**src/rtl/mips_pipe_pkg.sv**
```systemverilog
// -----------------------------------------------------------------------------
// mips_pipe_pkg
//   Shared definitions for the write-back hazard tracking slice:
//     REG_ADDR_W  - GPR address width (32 GPRs, $0 hard-wired to zero)
//     fwd_t       - EX operand forwarding select encoding
//     wb_entry_t  - one pipeline stage's write-back descriptor
//     eff_we()    - "this stage will really write a GPR"
// -----------------------------------------------------------------------------
package mips_pipe_pkg;

  localparam int unsigned REG_ADDR_W = 5;

  typedef enum logic [1:0] {
    FWD_RF  = 2'b00,
    FWD_WB  = 2'b01,
    FWD_MEM = 2'b10
  } fwd_t;

  typedef struct packed {
    logic                  valid;
    logic [REG_ADDR_W-1:0] wbadd;
    logic                  regwrite;
    logic                  memread;
  } wb_entry_t;

  // A write to $0 is architecturally a no-op, so it neither forwards nor
  // reaches the register file.
  function automatic logic eff_we(input wb_entry_t e);
    return e.valid & e.regwrite & (e.wbadd != '0);
  endfunction

endpackage

```
**src/rtl/wb_hazard_tracker_fwd_sel.sv**
```systemverilog
// -----------------------------------------------------------------------------
// fwd_sel
//   Combinational forwarding comparator for one EX source operand.
//   Ports:
//     i_src  - source register address read by the EX instruction
//     i_mem  - write-back descriptor currently held in MEM
//     i_wb   - write-back descriptor currently held in WB
//     o_sel  - 00 register file, 10 MEM result, 01 WB result
// -----------------------------------------------------------------------------
module fwd_sel
  import mips_pipe_pkg::*;
(
  input  logic [REG_ADDR_W-1:0] i_src,
  input  wb_entry_t             i_mem,
  input  wb_entry_t             i_wb,
  output logic [1:0]            o_sel
);

  logic w_mem_hit;
  logic w_wb_hit;
  fwd_t w_sel;

  always_comb begin
    w_mem_hit = eff_we(i_mem) & (i_mem.wbadd == i_src);
    w_wb_hit  = eff_we(i_wb)  & (i_wb.wbadd  == i_src);
    w_sel     = FWD_RF;
    if (i_src == '0) begin
      w_sel = FWD_RF;
    end else if (w_mem_hit) begin
      // A load in MEM has no result yet; the older WB value would be stale,
      // so fall back to the register file (unreachable when stalls are honoured).
      w_sel = i_mem.memread ? FWD_RF : FWD_MEM;
    end else if (w_wb_hit) begin
      w_sel = FWD_WB;
    end
  end

  assign o_sel = w_sel;

endmodule

```
**src/rtl/wb_hazard_tracker.sv**
```systemverilog
// -----------------------------------------------------------------------------
// wb_hazard_tracker
//   Carries the EX-stage destination register through MEM and WB stage
//   registers, drives the register-file write port at WB, produces EX operand
//   forwarding selects and the ID load-use stall request, and counts stall
//   cycles (saturating) for performance debug.
//   Ports:
//     clk, rst_n                 - clock, synchronous active-low reset
//     ex_valid/ex_flush          - EX holds a real instruction / squash it
//     ex_wbadd/ex_regwrite/ex_memread - EX write-back descriptor
//     ex_rs/ex_rt                - EX source operands (forwarding)
//     id_rs/id_rt/id_uses_rt     - ID source operands (load-use stall)
//     fwd_a/fwd_b                - EX operand selects (00 RF, 10 MEM, 01 WB)
//     stall                      - load-use stall request
//     mem_wbadd                  - destination held in MEM
//     wb_wbadd/wb_we             - register-file write port
//     stall_cnt                  - stall cycles since reset, saturating
// -----------------------------------------------------------------------------
module wb_hazard_tracker #(
  parameter int unsigned REG_ADDR_W = 5,
  parameter int unsigned CNT_W      = 16
) (
  input  logic                  clk,
  input  logic                  rst_n,
  input  logic                  ex_valid,
  input  logic [REG_ADDR_W-1:0] ex_wbadd,
  input  logic                  ex_regwrite,
  input  logic                  ex_memread,
  input  logic                  ex_flush,
  input  logic [REG_ADDR_W-1:0] ex_rs,
  input  logic [REG_ADDR_W-1:0] ex_rt,
  input  logic [REG_ADDR_W-1:0] id_rs,
  input  logic [REG_ADDR_W-1:0] id_rt,
  input  logic                  id_uses_rt,
  output logic [1:0]            fwd_a,
  output logic [1:0]            fwd_b,
  output logic                  stall,
  output logic [REG_ADDR_W-1:0] mem_wbadd,
  output logic [REG_ADDR_W-1:0] wb_wbadd,
  output logic                  wb_we,
  output logic [CNT_W-1:0]      stall_cnt
);

  import mips_pipe_pkg::*;

  wb_entry_t        r_mem;
  wb_entry_t        r_wb;
  wb_entry_t        w_ex_entry;
  logic [CNT_W-1:0] r_cnt;
  logic             w_stall;
  logic             w_ex_load_we;

  // A flushed instruction enters MEM as a bubble; its address is still
  // carried so mem_wbadd/wb_wbadd simply mirror what was presented.
  always_comb begin
    w_ex_entry.valid    = ex_valid & ~ex_flush;
    w_ex_entry.wbadd    = ex_wbadd;
    w_ex_entry.regwrite = ex_regwrite;
    w_ex_entry.memread  = ex_memread;
  end

  // Load-use: the ID consumer would need the load result one cycle before it
  // exists. Flush wins over stall because the load never completes.
  always_comb begin
    w_ex_load_we = ex_valid & ~ex_flush & ex_memread & ex_regwrite &
                   (ex_wbadd != '0);
    w_stall      = w_ex_load_we &
                   ((ex_wbadd == id_rs) | (id_uses_rt & (ex_wbadd == id_rt)));
  end

  always_ff @(posedge clk) begin
    if (!rst_n) begin
      r_mem <= '0;
      r_wb  <= '0;
      r_cnt <= '0;
    end else begin
      r_mem <= w_ex_entry;
      r_wb  <= r_mem;
      if (w_stall && (r_cnt != '1)) begin
        r_cnt <= r_cnt + 1'b1;
      end
    end
  end

  fwd_sel u_fwd_a (
    .i_src (ex_rs),
    .i_mem (r_mem),
    .i_wb  (r_wb),
    .o_sel (fwd_a)
  );

  fwd_sel u_fwd_b (
    .i_src (ex_rt),
    .i_mem (r_mem),
    .i_wb  (r_wb),
    .o_sel (fwd_b)
  );

  assign stall     = w_stall;
  assign mem_wbadd = r_mem.wbadd;
  assign wb_wbadd  = r_wb.wbadd;
  assign wb_we     = eff_we(r_wb);
  assign stall_cnt = r_cnt;

endmodule

```
**config.mk**
```make
export PLATFORM = sky130hd
export DESIGN_NAME = wb_hazard_tracker
export DESIGN_NICKNAME = d
export VERILOG_FILES = /design/src/rtl/mips_pipe_pkg.sv /design/src/rtl/wb_hazard_tracker_fwd_sel.sv /design/src/rtl/wb_hazard_tracker.sv
export SDC_FILE = /design/constraint.sdc
export NUM_CORES = 1
export LEC_CHECK = 0
export ABC_CLOCK_PERIOD_IN_PS = 5250
export BUFFER_PORTS_ARGS = -buffer_cell sky130_fd_sc_hd__buf_4
export CELL_PAD_IN_SITES_DETAIL_PLACEMENT = 0
export CELL_PAD_IN_SITES_GLOBAL_PLACEMENT = 1
export CORE_ASPECT_RATIO = 1.25
export CORE_MARGIN = 8
export CORE_UTILIZATION = 38
export DETAILED_ROUTE_END_ITERATION = 8
export PLACE_DENSITY = 0.93
export SETUP_SLACK_MARGIN = 0.3
export SLEW_MARGIN = 20
export SYNTH_ARGS = -nofsm -noshare
export SYNTH_HDL_FRONTEND = slang
export SYNTH_SLANG_ARGS = --single-unit
```
**constraint.sdc**
```tcl
create_clock -name clk -period 5.25 [get_ports clk]
set_input_delay 0.2625 -clock clk [delete_from_list [all_inputs] [get_ports clk]]
set_output_delay 0.2625 -clock clk [all_outputs]
set_load 0.02 [all_outputs]
```
Word level (Yosys, flattened, before mapping)

Index checks and enable logic that the tools add are counted.

Register bits: 31
Input bits: 32
Word-level logic and storage cells: 45

Add/sub/neg operators: 1
Equality and inequality tests: 7
Mux-type cells: 7
Bitwise logic cells: 16
Reductions and logical operators: 6

Operators by type and width:

| kind                                                            | number |
|---|---|
| 5-bit == test                                                   | 6 |
| 16-bit by 1-bit adder with 16-bit output, second input constant | 1 |
| 16-bit != test, second input constant                           | 1 |
| 5-bit nonzero test                                              | 3 |
| 1-bit bitwise AND                                               | 14 |
| 5-bit logical NOT                                               | 2 |
| 2-bit two-way mux                                               | 5 |
| 1-bit two-way mux                                               | 2 |
| 1-bit logical AND                                               | 1 |
| 1-bit inverter                                                  | 1 |
| 1-bit bitwise OR                                                | 1 |

Longest topological paths before layout

Gate-level depths: netlist of run 1.

Depth after elaboration: 7
Gate-level depth with buffers: 8
Gate-level depth less buffers: 6

Hierarchy

From an unflattened synthesis of run 1, not the netlist that was laid out.

Cells, all modules: 217
Area, all modules: 1,933.1 um^2

Modules (own cells, without submodules):

| module            | times used | cells an instance | area an instance (um^2) | seq. area each (um^2) |
|---|---|---|---|---|
| wb_hazard_tracker | 1          | 167               | 1,567.8                 | 640.6 |
| fwd_sel           | 2          | 25                | 182.7                   | 0.0 |

Worst setup path before layout of run 1

OpenSTA, ideal clock, no wires.

Path type: register to register
Start: reg r_cnt[0], in the netlist stall_cnt[0]
End: reg r_cnt[7], in the netlist stall_cnt[7]
Setup time: 0.130 ns
Arrival time: 1.868 ns
Required time: 5.120 ns
Slack: 3.251 ns
Stages on the path, launching flop included: 9
Path buffers: 2
Period minus slack after synthesis: 1.999 ns
Cells stage by stage: dfxtp_1 > ha_1 > nand4_1 > or4_1 > buf_2 > nand2_1 > buf_2 > nor4b_1 > mux2i_1

Longest elaborated chain between the ends: 2

Ends and longest elaborated chain:

| what                                                                             | line                    | RTL |
|---|---|---|
| from (decl)                                                                      | wb_hazard_tracker.sv:49 | `logic [CNT_W-1:0] r_cnt;` |
| from (signal assigned)                                                           | wb_hazard_tracker.sv:80 | `r_cnt <= r_cnt + 1'b1;` |
| branches (longest 2 deep; another with 16-bit by 1-bit adder with 16-bit output) | --                      |  |

Parallel ways; which one is timed is not known.
A chain may end at the register's enable or synchronous reset.

Worst setup path in the final report of run 1

Start: reg r_mem, in the netlist mem_wbadd[0]
End: out fwd_a[0]

Longest elaborated chain between the ends: 5

Ends and longest elaborated chain:

| what                   | line                            | RTL |
|---|---|---|
| from (decl)            | wb_hazard_tracker.sv:46         | `wb_entry_t r_mem;` |
| from (signal assigned) | wb_hazard_tracker.sv:77         | `r_mem <= w_ex_entry;` |
| 5-bit nonzero test     | mips_pipe_pkg.sv:29             | `return e.valid & e.regwrite & (e.wbadd != '0);` |
| 1-bit bitwise AND      | mips_pipe_pkg.sv:29             |  |
| 1-bit bitwise AND (*)  | wb_hazard_tracker_fwd_sel.sv:24 | `w_mem_hit = eff_we(i_mem) & (i_mem.wbadd == i_src);` |
| 2-bit two-way mux (*)  | wb_hazard_tracker_fwd_sel.sv:29 | `end else if (w_mem_hit) begin` |
| 2-bit two-way mux (*)  | wb_hazard_tracker_fwd_sel.sv:27 | `if (i_src == '0) begin` |
| to (decl)              | wb_hazard_tracker.sv:35         | `output logic [1:0] fwd_a,` |

Every way passes the cells marked *; elsewhere a longest branch is shown, timed or not.

==> results.md, run 1 <==
Outcome:
- The run finished with clean final reports.

Logic synthesis:
- The adder and majority cell fraction of the synthesized area is 0.7003%.
- The number of storage elements in the synthesis netlist is 31.
- The number of unique standard cell types used by synthesis is 32.
- The post-synthesis cell count is roughly 210.
- The proportion of synthesized chip area in sequential cells is 34.73%.
- The simple-gate portion of the synthesized area is 32.00%.
- The number of nets handed over by synthesis was 246.
- The post-synthesis compound-gate area fraction is about 8.7%.
- The number of enable flip-flop cells after synthesis is 0.
- The main combinational cell family by area after synthesis is simple AND/OR/NAND/NOR gates.
- After synthesis, the share of cell area in mux cells is 2.241%.
- The flip-flop cell with the highest count after synthesis is dfxtp_1.
- For this run, the number of Yosys warnings is 0.
- After Yosys synthesis, XOR and XNOR cells account for 14.71% of the synthesized area.
- The post-synthesis cell area is 1787 µm².
- In the synthesized netlist the async set-or-reset flop fraction comes to 0%.
- In this run the mean area of a mapped cell was 8.388 µm².

Setup path:
- The arrival time at the worst endpoint is ~1.9 ns.
- The startpoint identified for the worst register-to-register timing path is stall_cnt[0].
- Setup slack on the worst reg-to-reg path comes out at about 3.2 ns.
- In this design, the largest share of critical-path delay is due to simple AND/OR/NAND/NOR gates.
- The slowest stage of the critical path belongs to the cell or4_1.
- The worst register-to-register path has a depth of 6.
- By startpoint and endpoint, the worst setup path is classified as flop to primary output.
- The largest single stage delay on the critical path is around 0.53 ns.
- Of all nets on the critical path, the largest fanout is 5.
- The launching element type of the critical path is a flop.
- The timing startpoint of the critical path is mem_wbadd[0].
- The kind of capture point of the worst setup path is a primary output.
- At the worst endpoint, the required time is ~5 ns.
- The buffering stage count on the worst path with inverters included is 1.
- In this run the critical register-to-register path is captured at stall_cnt[10].
- The critical path goes through or4_1, o211ai_1, nor4_1, nor3_1, buf_4.

Routing:
- The routed design uses 2.416 mm of met2 wire.
- The detailed-route wire length is 4.805 mm.
- For this block, wires on met1 add up to roughly 2.0 mm.
- The highest layer used for signal routing is met4.
- The count of nets left with antenna violations once routing finished came out at 0.
- Wire segments on met3 add up to 352 µm in the final route.
- The count of TritonRoute iterations in the first routing pass is 4.
- The post-detailed-route via-to-cell ratio is 5.159.
- After detailed routing, the average wire length per cell comes to approximately 15 µm.
- The routed layout has 1,687 vias.
- For this block, the initial DRC count from the detailed router was 53.
- The number of design rule violations left after detail routing is 0.

Floorplan:
- From left edge to right edge, the die measures 77.33 µm.
- The core area is 4624 µm².
- The area enclosed by the die boundary is 7166 µm².
- The height of the die is 92.67 µm.
- The floorplan has 28 rows.
- The initial standard-cell utilization of the core is just under 40%.
- The total I/O pin count is between 60 and 70.

Global routing:
- The overall routing resource usage is 13.65%.
- The remaining global-route overflow is 0.
- The via count of the first global-routing pass is 1,788.
- The largest net degree at the start of global routing is 30.
- The global-route wire length before repair is 8.135 mm.
- The initial antenna violation count is 0.

Final layout:
- From synthesis to final layout, the design area changed by 29.97%.
- The share of post-route cells with drive strength above 1 is between 20% and 30%.
- In the final design database the tool counted 299 nets.
- The final-layout fill cell count is 473.
- Summing all multi-input logic gate instances after layout gives 1042 µm².
- Cells fill about half of the core in the end.
- The finished layout holds 327 standard cells, fillers aside.
- Once layout is done, the placed cells without fillers occupy 2322 µm².
- The number of antenna diodes in the final layout is 0.
- Across the whole layout, storage elements account for 620.6 µm².

CTS:
- In this run the clock root is driven by a clkbuf_8.
- The clock net in this run drives a total of 31 sinks.
- In this run, CTS created clock tree buffers numbering 5.
- In this run the deepest clock path goes through 2 buffers.
- The clock-pin slew of the registers on the worst-case setup and hold paths is 0.07 ns.
- The setup fix buffers added after clock tree synthesis is 0.
- The cts-stage hold buffer count is 0.
- The source-to-sink clock delay at the later pin of the worst-skew pair is around 0.29 ns.
- The number of gates given a new drive strength after cts is 0.
- The number of H-tree levels is 2.
- TritonCTS built the clock tree.

Timing:
- In the final timing run, aggregate negative setup slack is 0 ns.
- Measured against its own limit, the worst slew margin works out to 67.62%.
- The tightest hold path in the finished design has a slack of 0.1500 ns.
- For the final database, setup skew stands at roughly 0.011 ns.
- The worst path uses between 40% and 50% of the clock period.
- The count of final hold-check violations is 0.
- The final number of setup-violating endpoints is 0.
- Setup repair after global routing left no endpoint under its margin.
- The post-route minimum period is between 2 and 2.5 ns.
- At the pin with the least slew margin, the transition time is 0.4813 ns.
- The worst-case setup margin in the final layout is 3.073 ns.
- The final number of max-transition violations is 0.
- Derived from the worst setup path, the maximum achievable clock frequency is 0.4594 GHz.

Power and ir drop:
- The power density over cell area is about 220 nW/µm².
- Overall power consumption after layout is estimated at 501.7 µW.
- The maximum resistive drop on vdd is 0.0001290 V.
- The leakage power summed over all cells is roughly 0.9 nW.

Place:
- The worst slack at placement is 3.191 ns.
- The number of placed instances with taps included is between 300 and 400.
- The placed instances occupy a cell area of 2233 µm².
- The final weighted congestion in routability-driven placement is 0.9167.
- In this run the tool buffered the top-level ports with 63 buffer cells.
- The wire-length estimate of the detail-placed layout is ~3.8 mm.

Worst hold path:
- The start point of the worst hold path is ex_flush.
- The type of the worst min-delay path is input port to flop.
- For hold timing, the worst endpoint is r_mem[7].
- Counting instances, the worst hold path has a depth of 2.

Run:
- The number of max-cap violations is 0.
[worst max-delay path by stage]
stage / cells after the start / to
6_report: 5 / fwd_a[0]
5_1_grt: 5 / fwd_b[0]
4_1_cts: 5 / fwd_a[0]
3_5_place_dp: 6 / stall_cnt[7]
3_3_place_gp: 6 / stall_cnt[1]
2_1_floorplan: 8 / stall_cnt[7]
[metal layers]
metal,vias to the layer above,track usage [%]
met2,62,24.42
met3,8,5.039
met1,764,14.24
li1,853,-
met4,0,4.890
met5,-,0
[worst reg2reg max path, delay by kind of cell, from the launching register on]
kind | cells | cell delay [ns]
flops | 1 | 0.41
mux | 1 | 0.13
fa+ha+maj | 1 | 0.24
simple gates | 4 | 1.19
[cells by family after synthesis]
group / count (synthesis)
fa+ha+maj: 1
mux: 4
flops: 31
xor+xnor: 30
compound gates: 27
simple gates: 98
buf+inv: 22
[where the power goes]
group	internal (mW)	total, mW	switching [mW]	leakage, nW
clock	0.0921	0.185	0.0929	0.0402
combinational	0.0366	0.0697	0.0331	0.605
sequential	0.240	0.247	0.00657	0.253
total	0.369	0.502	0.133	0.898
[state kept, by name, summed over array words and instances, names as in the netlist]
signal and count:
r_wb 2, wb_wbadd 5, stall_cnt 16, mem_wbadd 5, r_mem 3
[synth_stat cells, types with 2 or more instances]
cell type	number	area, µm²
xor2_1	19	166.4
or3_1	7	43.79
buf_4	10	75.07
buf_2	3	15.01
clkbuf_1	5	18.77
nand2_1	14	52.55
o211ai_1	2	15.01
o21ai_0	9	45.04
nor3b_1	5	37.54
a21oi_1	11	55.05
and2_1	14	87.58
nand3_1	10	50.05
nand2b_1	4	25.02
dfxtp_1	31	620.6
nor3_1	6	30.03
xnor2_1	11	96.34
nor2_1	7	26.28
inv_1	4	15.01
nor4b_1	2	17.52
mux2i_1	4	40.04
nand4_1	7	43.79
nor4_1	8	50.05
o31ai_1	3	22.52
or4_1	9	67.56
[layout by cell type, fill, tap and decap left out, types with 2 or more instances in the layout]
cell	netlist	layout
buf_4	10	64
dfxtp_1	31	31
xor2_1	19	19
and2_1	14	14
nand2_1	14	14
xnor2_1	11	11
a21oi_1	11	11
nand3_1	10	10
or4_1	9	9
o21ai_0	9	9
nor4_1	8	8
nor2_1	7	7
nand4_1	7	7
or3_1	7	7
nor3_1	6	6
nor3b_1	5	5
clkbuf_8	0	5
inv_1	4	4
nand2b_1	4	4
mux2i_1	4	4
o31ai_1	3	3
o211ai_1	2	2
nor4b_1	2	2
clkinvlp_4	0	2
[area by class of cell]
type | count | area share, %
Clock buffer | 5 | 2.963
Sequential cell | 31 | 26.72
Multi-Input combinational cell | 160 | 44.88
Tap cell | 60 | 3.233
Inverter | 4 | 0.6466
Clock inverter | 3 | 0.8621
Timing Repair Buffer | 64 | 20.69
(Power assumes the default switching activity.)
==> run 2, diff against run 1 <==
Settings changed: ABC_AREA set to 1, ABC_CLOCK_PERIOD_IN_PS 5250 to 1800, CORE_UTILIZATION 38 to 32, PLACE_DENSITY 0.93 to 0.85.
Clock period 5.25 ns to 1.8 ns, I/O delays scaled along.
==> run 2 against run 1 <==
  * Clock-buffer cell count up 2
  * Worst hold slack worse by 0.13 ns
  * Synthesized cell count up 57%
  * Cell count up 49%
  * Sequential share of layout area down 4.3 points
  * Utilization down 5.2 points
  * Die area up 35%
  * Largest cell class unchanged
  * Combinational power rose to 3.5 times the previous value
==> results.md, run 2 <==
Outcome:
- The run finished with clean final reports.

Routing:
- The final routed wire length divided by cell count was 11.91 µm (-19%).
- The overall via count from detail_route was 2,176 (+29%).
- The count of TritonRoute iterations in the first routing pass is 4 (unchanged).
- The detailed-route wire length is 5.790 mm (+20%).
- The number of design rule violations left after detail routing is 0 (unchanged).
- The post-detailed-route via-to-cell ratio is 4.477 (-13%).
- The iteration-0 DRC count of the detailed router is 90 (+70%).
- The remaining number of nets flagged by the antenna check after routing is 0 (unchanged).

Worst hold path:
- The number of cells traversed by the worst hold path is 3 (+1).
- The start point of the worst hold path is ex_wbadd[4].
- The path class of the tightest hold or removal check is input port to flop.
- The worst hold path terminates at mem_wbadd[4].

Setup path:
- By startpoint and endpoint, the worst setup path is classified as flop to primary output.
- The arrival time at the worst endpoint is 1.41 ns (-0.50 ns).
- The cell count of the worst reg-to-reg path came to 8 (+2).
- The maximum fanout count along the critical path is 4 (-1).
- The worst setup path is launched from a flop.
- The data required time of the worst path is 1.71 ns (-3.28 ns).
- The worst setup path is captured at a primary output.
- The end of the worst register-to-register path is stall_cnt[8].
- The flop-to-flop setup slack is 0.38 ns (-2.79 ns).
- The startpoint identified for the worst register-to-register timing path is stall_cnt[0].

CTS:
- In this run the clock root is driven by a clkbuf_8.
- The number of clock sinks seen by CTS is 31 (unchanged).
- The number of H-tree levels was 2 (unchanged).
- The source-to-sink clock delay at the later pin of the worst-skew pair is 0.28 ns (about the same).
- The maximum clock path buffer count is 2 (unchanged).
- The clock-pin slew of the registers on the worst-case setup and hold paths is 0.06 ns (about the same).
- TritonCTS built the clock tree.
- The number of buffers added by the clock tree synthesis step came to 5 (unchanged).

Logic synthesis:
- By area the synthesized netlist is led by dfxtp_1 29%, nand2_1 17%, inv_1 8.7%.
- The number of enable flip-flop cells after synthesis is 0 (unchanged).
- The proportion of synthesized chip area in sequential cells is 28.70% (-6.0 points).
- The post-synthesis mux area share was 0% (-2.2 points).
- Yosys instantiated no cell more often than nand2_1.
- The post-synthesis cell count is 335 (+57%).
- The post-synthesis share of cell area spent on xor and xnor gates came to 10.13% (-4.6 points).
- The number of storage elements in the synthesis netlist is 31 (unchanged).
- The share of flip-flops with an asynchronous set or reset after synthesis came to 0% (unchanged).
- The most used flip-flop cell after synthesis is dfxtp_1.
- In the synthesized netlist, the cells that appear most often are 97 x nand2_1, 50 x inv_1, 37 x nor2_1, 31 x dfxtp_1, 19 x nand4_1.
- The synthesis warning total is 0 (unchanged).
- The area share of the leading cell type in the synthesized netlist is 28.70% (-6.0 points).
- The simple-gate portion of the synthesized area is 42.65% (+11 points).
- After synthesis, the largest family of logic cells by area is simple AND/OR/NAND/NOR gates.
- The adder and majority cell fraction of the synthesized area was 0.5787% (-0.12 points).
- Of all cell types, the one taking the most synthesized area is dfxtp_1.
- The post-synthesis area per instance is 6.454 µm² (-23%).
- The post-synthesis cell area is 2162 µm² (+21%).
- The number of unique standard cell types used by synthesis is 29 (-9.4%).
- The post-synthesis compound-gate area fraction was 2.778% (-5.9 points).
- The net count after synthesis is 368 (+50%).

Global routing:
- The remaining global-route overflow was 0 (unchanged).
- The via count of the first global-routing pass is 2,073 (+16%).
- The largest net degree at the start of global routing was 22 (-27%).
- The initial antenna violation count is 0 (unchanged).
- The global-route wire length before repair is 9.370 mm (+15%).
- The overall routing resource usage is 12.22% (-1.4 points).

Final layout:
- The final-layout fill cell count was 697 (+47%).
- The flip-flop count of the largest register, all copies and words added is 16 (unchanged).
- The share of post-route cells with drive strength above 1 is 34.09% (+6.0 points).
- The area growth from synthesis to layout is 36.75%.
- The antenna diode count is 0 (unchanged).
- The library cells used most frequently in the layout, excluding fill and tap cells, are 97 x nand2_1, 70 x buf_4, 48 x inv_1, 36 x nor2_1, 19 x nand4_1.
- The library cell used most frequently in the layout, excluding fill and tap cells, is nand2_1.
- The count of nets after finishing is 431 (+44%).

Power and ir drop:
- The maximum resistive drop on vdd came to 0.0002635 V (+100%).
- The leakage power summed over all cells is 1.517 nW (+69%).
- The power density over cell area was 530.4 nW/µm² (+150%).

Timing:
- After layout, the minimum clock period comes to 1.501 ns.
- The ratio of final minimum period to clock period is 83.40%.
- The setup TNS is 0 ns (unchanged).
- The final number of setup-violating endpoints came to 0 (unchanged).
- The worst clock skew on the final layout came to 0.004722 ns (-0.006335 ns).
- The count of final hold-check violations is 0 (unchanged).
- Setup repair after global routing could not meet its margin everywhere.
- The worst-case setup margin in the final layout is 0.2988 ns (-2.775 ns).
- The relative max-transition margin is 72.23% (+4.6 points).
- The measured slew at the worst slew-check pin is 0.4150 ns (-0.06624 ns).
- The final number of max-transition violations is 0 (unchanged).
- Static timing analysis puts the maximum clock frequency at about 0.67 GHz.

Floorplan:
- The core area came to 6565 µm² (+42%).
- The area enclosed by the die boundary is 9659 µm² (+35%).
- The initial standard-cell utilization of the core came to 32.93% (-5.7 points).
- The width of the chip is 89.52 µm (+16%).
- The height of the die came to 107.9 µm (+16%).
- The number of rows in the core area came to 33 (+18%).
- The total I/O pin count came to 64 (unchanged).

Place:
- The number of port buffers is 63 (unchanged).
- The final weighted congestion in routability-driven placement is 0.8093 (-12%).
- The placed wire-length estimate after detailed placement was 4.570 mm (+21%).
- The worst slack at placement came to 0.2817 ns (-2.909 ns).

Run:
- The number of max-cap violations is 0 (unchanged).
-- run 2: cell type report --
class / instances / area [µm²] / share of cell area [%]
clock inverters: 1 / 7.507 / 0.2539
clock buffers: 7 / 96.34 / 3.259
flip-flops and latches: 31 / 661.9 / 22.39
multi-input cells: 231 / 1316 / 44.52
well taps: 87 / 108.9 / 3.682
repair buffers: 73 / 555.5 / 18.79
inverters: 56 / 210.2 / 7.110
-- run 2: worst max-delay path, cell delays in order (launching register included) --
cell and delay, ns:
dfxtp_2 0.34, xor2_1 0.17, nor4_2 0.28, nand3_1 0.09
nor2_1 0.10, buf_4 0.15
-- run 2: what timing repair did --
item                                    4_1_cts  5_1_grt
endpoints found under the setup margin       14       21
endpoints found under the hold margin         3        0
gates resized for setup                       9       35
pin swaps                                     2       12
setup buffers                                 0        5
hold buffers                                  3        0
-- run 2: metrics by stage --
step / hold slack [ns] / power [mW] / instance area (µm²) / cells / utilization (%)
after detailed placement: 0.2863 / 0.9648 / 2644 / 470 / 40.27
after floorplan: 0.1835 / 0.8719 / 2165 / 335 / -
after global placement: 0.2852 / 0.9617 / 2644 / 470 / 40.27
after global routing: 0.02907 / 1.643 / 2957 / 486 / 45.04
after CTS: 0.01485 / 1.589 / 2800 / 481 / 42.65
final: 0.02492 / 1.568 / 2957 / 486 / 45.04
-- run 2: logic make-up (layout without fill, tap and decap cells) --
logic type                 count (synthesis)  count (layout)
AOI/OAI and AO/OA                         11              11
buffers and inverters                     73             137
DFF                                       31              31
adders and majority gates                  1               1
xor gates and xnor gates                  25              25
and+or+nand+nor                          194             194
-- run 2: report_power, final --
group | total (mW) | switching, mW | internal (mW)
registers | 0.719 | 0.0209 | 0.698
clock network | 0.607 | 0.260 | 0.347
logic | 0.242 | 0.122 | 0.120
-- run 2: metal layers --
metal,vias up,share of wire [%],track usage [%]
met5,-,0,0
met4,0,1.7,5.364
met3,7,6.4,3.285
met2,43,51,21.92
met1,971,41,12.89
li1,1155,-,-
-- run 2: worst max-delay path by stage --
stage	startpoint	endpoint	slack [ns]	cells after the start
5_1_grt	wb_wbadd[1]	fwd_a[0]	0.15	5
3_5_place_dp	stall_cnt[0]	stall_cnt[4]	0.28	7
4_1_cts	wb_wbadd[1]	fwd_a[0]	0.23	5
3_3_place_gp	stall_cnt[0]	stall_cnt[6]	0.33	8
2_1_floorplan	stall_cnt[0]	stall_cnt[10]	0.33	8
6_report	wb_wbadd[1]	fwd_a[0]	0.30	5
==> run 3, diff against run 2 <==
Settings changed: ABC_CLOCK_PERIOD_IN_PS 1800 to 1400, CORE_UTILIZATION 32 to 35, PLACE_DENSITY 0.85 to 0.88.
Clock period 1.8 ns to 1.4 ns, I/O delays scaled along.
==> run 3 against run 2 <==
  * The flow now finishes with violations (negative hold slack, negative setup slack)
  * Clock skew increased by 0.00069 ns
  * Cell area rose by 13%
  * Power up 42%
  * Sequential power increased by 28%
  * Worst setup slack got worse by 0.44 ns
  * Die area decreased by 7.2%
  * Clock power increased by 54%
  * Largest cell class unchanged
==> results.md, run 3 (synthesized netlist as in run 2, its figures left out) <==
Power and ir drop:
- The leakage power summed over all cells was 1.626 nW (+7.2%).
- The power density over cell area is 667.7 nW/µm² (+26%).
- The maximum resistive drop on vdd is 0.0005290 V (+100%).
- The post-route total power is 2.226 mW (+42%).

Global routing:
- The global-route wire length before repair came to 10.47 mm (+12%).
- The initial antenna violation count came to 0 (unchanged).
- The via count of the first global-routing pass came to 2,312 (+12%).
- The overall routing resource usage came to 14.27% (+2.0 points).
- The largest net degree at the start of global routing is 23 (+4.5%).
- The remaining global-route overflow came to 0 (unchanged).

Setup path:
- The data required time of the worst path is 1.33 ns (-0.38 ns).
- The worst setup path is captured at a primary output.
- The arrival time at the worst endpoint is 1.47 ns (+0.06 ns).
- The cell count of the worst reg-to-reg path is 7 (-1).
- The critical register-to-register path startpoint is stall_cnt[1].
- The worst register-to-register path ends at stall_cnt[4].
- The maximum fanout count along the critical path is 4 (unchanged).
- The launching element type of the critical path is a flop.
- The flop-to-flop setup slack came to 0.01 ns (-0.37 ns).
- The worst setup path category is flop to primary output.

Routing:
- The post-detailed-route via-to-cell ratio is 4.583 (+2.4%).
- The number of design rule violations left after detail routing is 0 (unchanged).
- The count of TritonRoute iterations in the first routing pass was 5 (+1).
- The iteration-0 DRC count of the detailed router is 95 (+5.6%).
- The detailed-route wire length is 6.577 mm (+14%).
- The overall via count from detail_route came to 2,273 (+4.5%).
- The remaining number of nets flagged by the antenna check after routing is 0 (unchanged).
- The final routed wire length divided by cell count is 13.26 µm (+11%).

Timing:
- Setup repair after global routing could not meet its margin everywhere.
- The measured slew at the worst slew-check pin is 0.4629 ns (+0.04783 ns).
- The relative max-transition margin is 69.11% (-3.1 points).
- Counting I/O delays and the setup requirement, the final critical path takes 1.537 ns.
- The ratio of final minimum period to clock period is 109.8%.
- The fmax is 0.6506 GHz.
- The worst clock skew on the final layout came to 0.005407 ns (+0.0006851 ns).
- The final number of setup-violating endpoints is 3 (+3).
- The final number of max-transition violations is 0 (unchanged).
- The worst-case setup margin in the final layout came to -0.1370 ns (-0.4358 ns).
- The setup TNS is -0.3178 ns (-0.3178 ns).
- The hold slack came to -0.001450 ns (-0.02637 ns).
- The count of final hold-check violations is 1 (+1).

Outcome:
- The flow ran to the end, but the final reports show violations.
- The checks that failed: negative hold slack, negative setup slack.

Floorplan:
- The height of the die came to 103.9 µm (-3.7%).
- The initial standard-cell utilization of the core came to 35.53% (+2.6 points).
- The total I/O pin count is 64 (unchanged).
- The number of rows in the core area came to 32 (-3.0%).
- The width of the chip is 86.30 µm (-3.6%).
- The core area is 6086 µm² (-7.3%).
- The area enclosed by the die boundary is 8964 µm² (-7.2%).

CTS:
- The number of buffers added by the clock tree synthesis step came to 5 (unchanged).
- The clock root buffer master is clkbuf_8.
- The number of H-tree levels is 2 (unchanged).
- The source-to-sink clock delay at the later pin of the worst-skew pair is 0.28 ns (about the same).
- The maximum clock path buffer count is 2 (unchanged).
- The clock-pin slew of the registers on the worst-case setup and hold paths came to 0.07 ns (about the same).
- The number of clock sinks seen by CTS was 31 (unchanged).
- The clock tree from TritonCTS is built.

Worst hold path:
- The number of cells traversed by the worst hold path was 3 (unchanged).
- The path with the worst hold slack has its endpoint at mem_wbadd[1].
- The start point of the worst hold path is ex_wbadd[1].
- In this run the worst hold path is classified as input port to flop.

Final layout:
- The count of non-filler cells in the finished layout came to 496 (+2.1%).
- The library cell used most frequently in the layout, excluding fill and tap cells, is nand2_1.
- The share of post-route cells with drive strength above 1 is 45.50% (+11 points).
- The count of nets after finishing is 443 (+2.8%).
- The flip-flop count of the largest register, all copies and words added is 16 (unchanged).
- The area growth from synthesis to layout is 54.17%.
- The utilization of the core after routing is 54.77% (+9.7 points).
- The antenna diode count is 0 (unchanged).
- In the layout the commonest cells are 87 x nand2_1, 73 x buf_4, 44 x inv_1, 30 x nor2_1, 19 x nand4_1.

Place:
- The number of port buffers is 63 (unchanged).
- The final weighted congestion in routability-driven placement is 0.8756 (+8.2%).
- The number of placed instances with taps included is 473 (+0.64%).
- The placed wire-length estimate after detailed placement is 4.710 mm (+3.1%).

Run:
- The number of max-cap violations was 0 (unchanged).
[run 3: layout make-up]
type,count,area (µm²)
clock buffers,6,82.58
clock inverters,2,35.03
fillers,585,2753
inverters,56,212.7
multi-input cells,231,1508
flip-flops and latches,31,678.2
well taps,85,106.4
repair buffers,85,710.7
[run 3: worst max path at each step]
stage	to	cells after the start	slack, ns	start
6_report	fwd_a[0]	5	-0.14	wb_wbadd[1]
5_1_grt	fwd_a[0]	5	-0.21	wb_wbadd[1]
4_1_cts	fwd_a[0]	5	-0.14	wb_wbadd[2]
3_5_place_dp	stall_cnt[9]	7	0.02	stall_cnt[0]
3_3_place_gp	fwd_b[0]	5	0.06	mem_wbadd[0]
2_1_floorplan	stall_cnt[14]	9	0.10	stall_cnt[1]
[run 3: what timing repair did]
item | CTS | global route
hold buffers | 3 | 0
resized for setup | 34 | 38
setup endpoints to repair | 22 | 22
hold endpoints to repair | 3 | 0
pin swaps | 25 | 29
gates cloned | 0 | 1
buffers inserted | 8 | 3
[run 3: per-layer routing]
metal  up-vias  part of all wire [%]  GRT usage, %
met3        14                   3.7         2.292
met1      1033                    38         14.56
li1       1179                     -             -
met5         -                     0             0
met2        47                    55         27.19
met4         0                   2.9         6.173
[run 3: power breakdown]
part,internal [mW],switching (mW)
combinational,0.187,0.187
clock,0.576,0.357
sequential,0.889,0.0294
total,1.65,0.574
[run 3: metrics by stage]
stage	hold WS (ns)	setup slack, ns	instance area [µm²]
after global routing	0.01886	-0.2091	3333
after CTS	0.006340	-0.1445	3144
after detailed placement	0.2649	0.02287	2809
after global placement	0.2608	0.06070	2809
after floorplan	0.1635	0.1019	2270
final	-0.001450	-0.1370	3333
[run 3: critical path, stage by stage (launching register included)]
cell and delay, ns:
dfxtp_4 0.37, xor2_2 0.16, nor4_4 0.31, nand3_2 0.12, nor2_4 0.11, buf_6 0.11
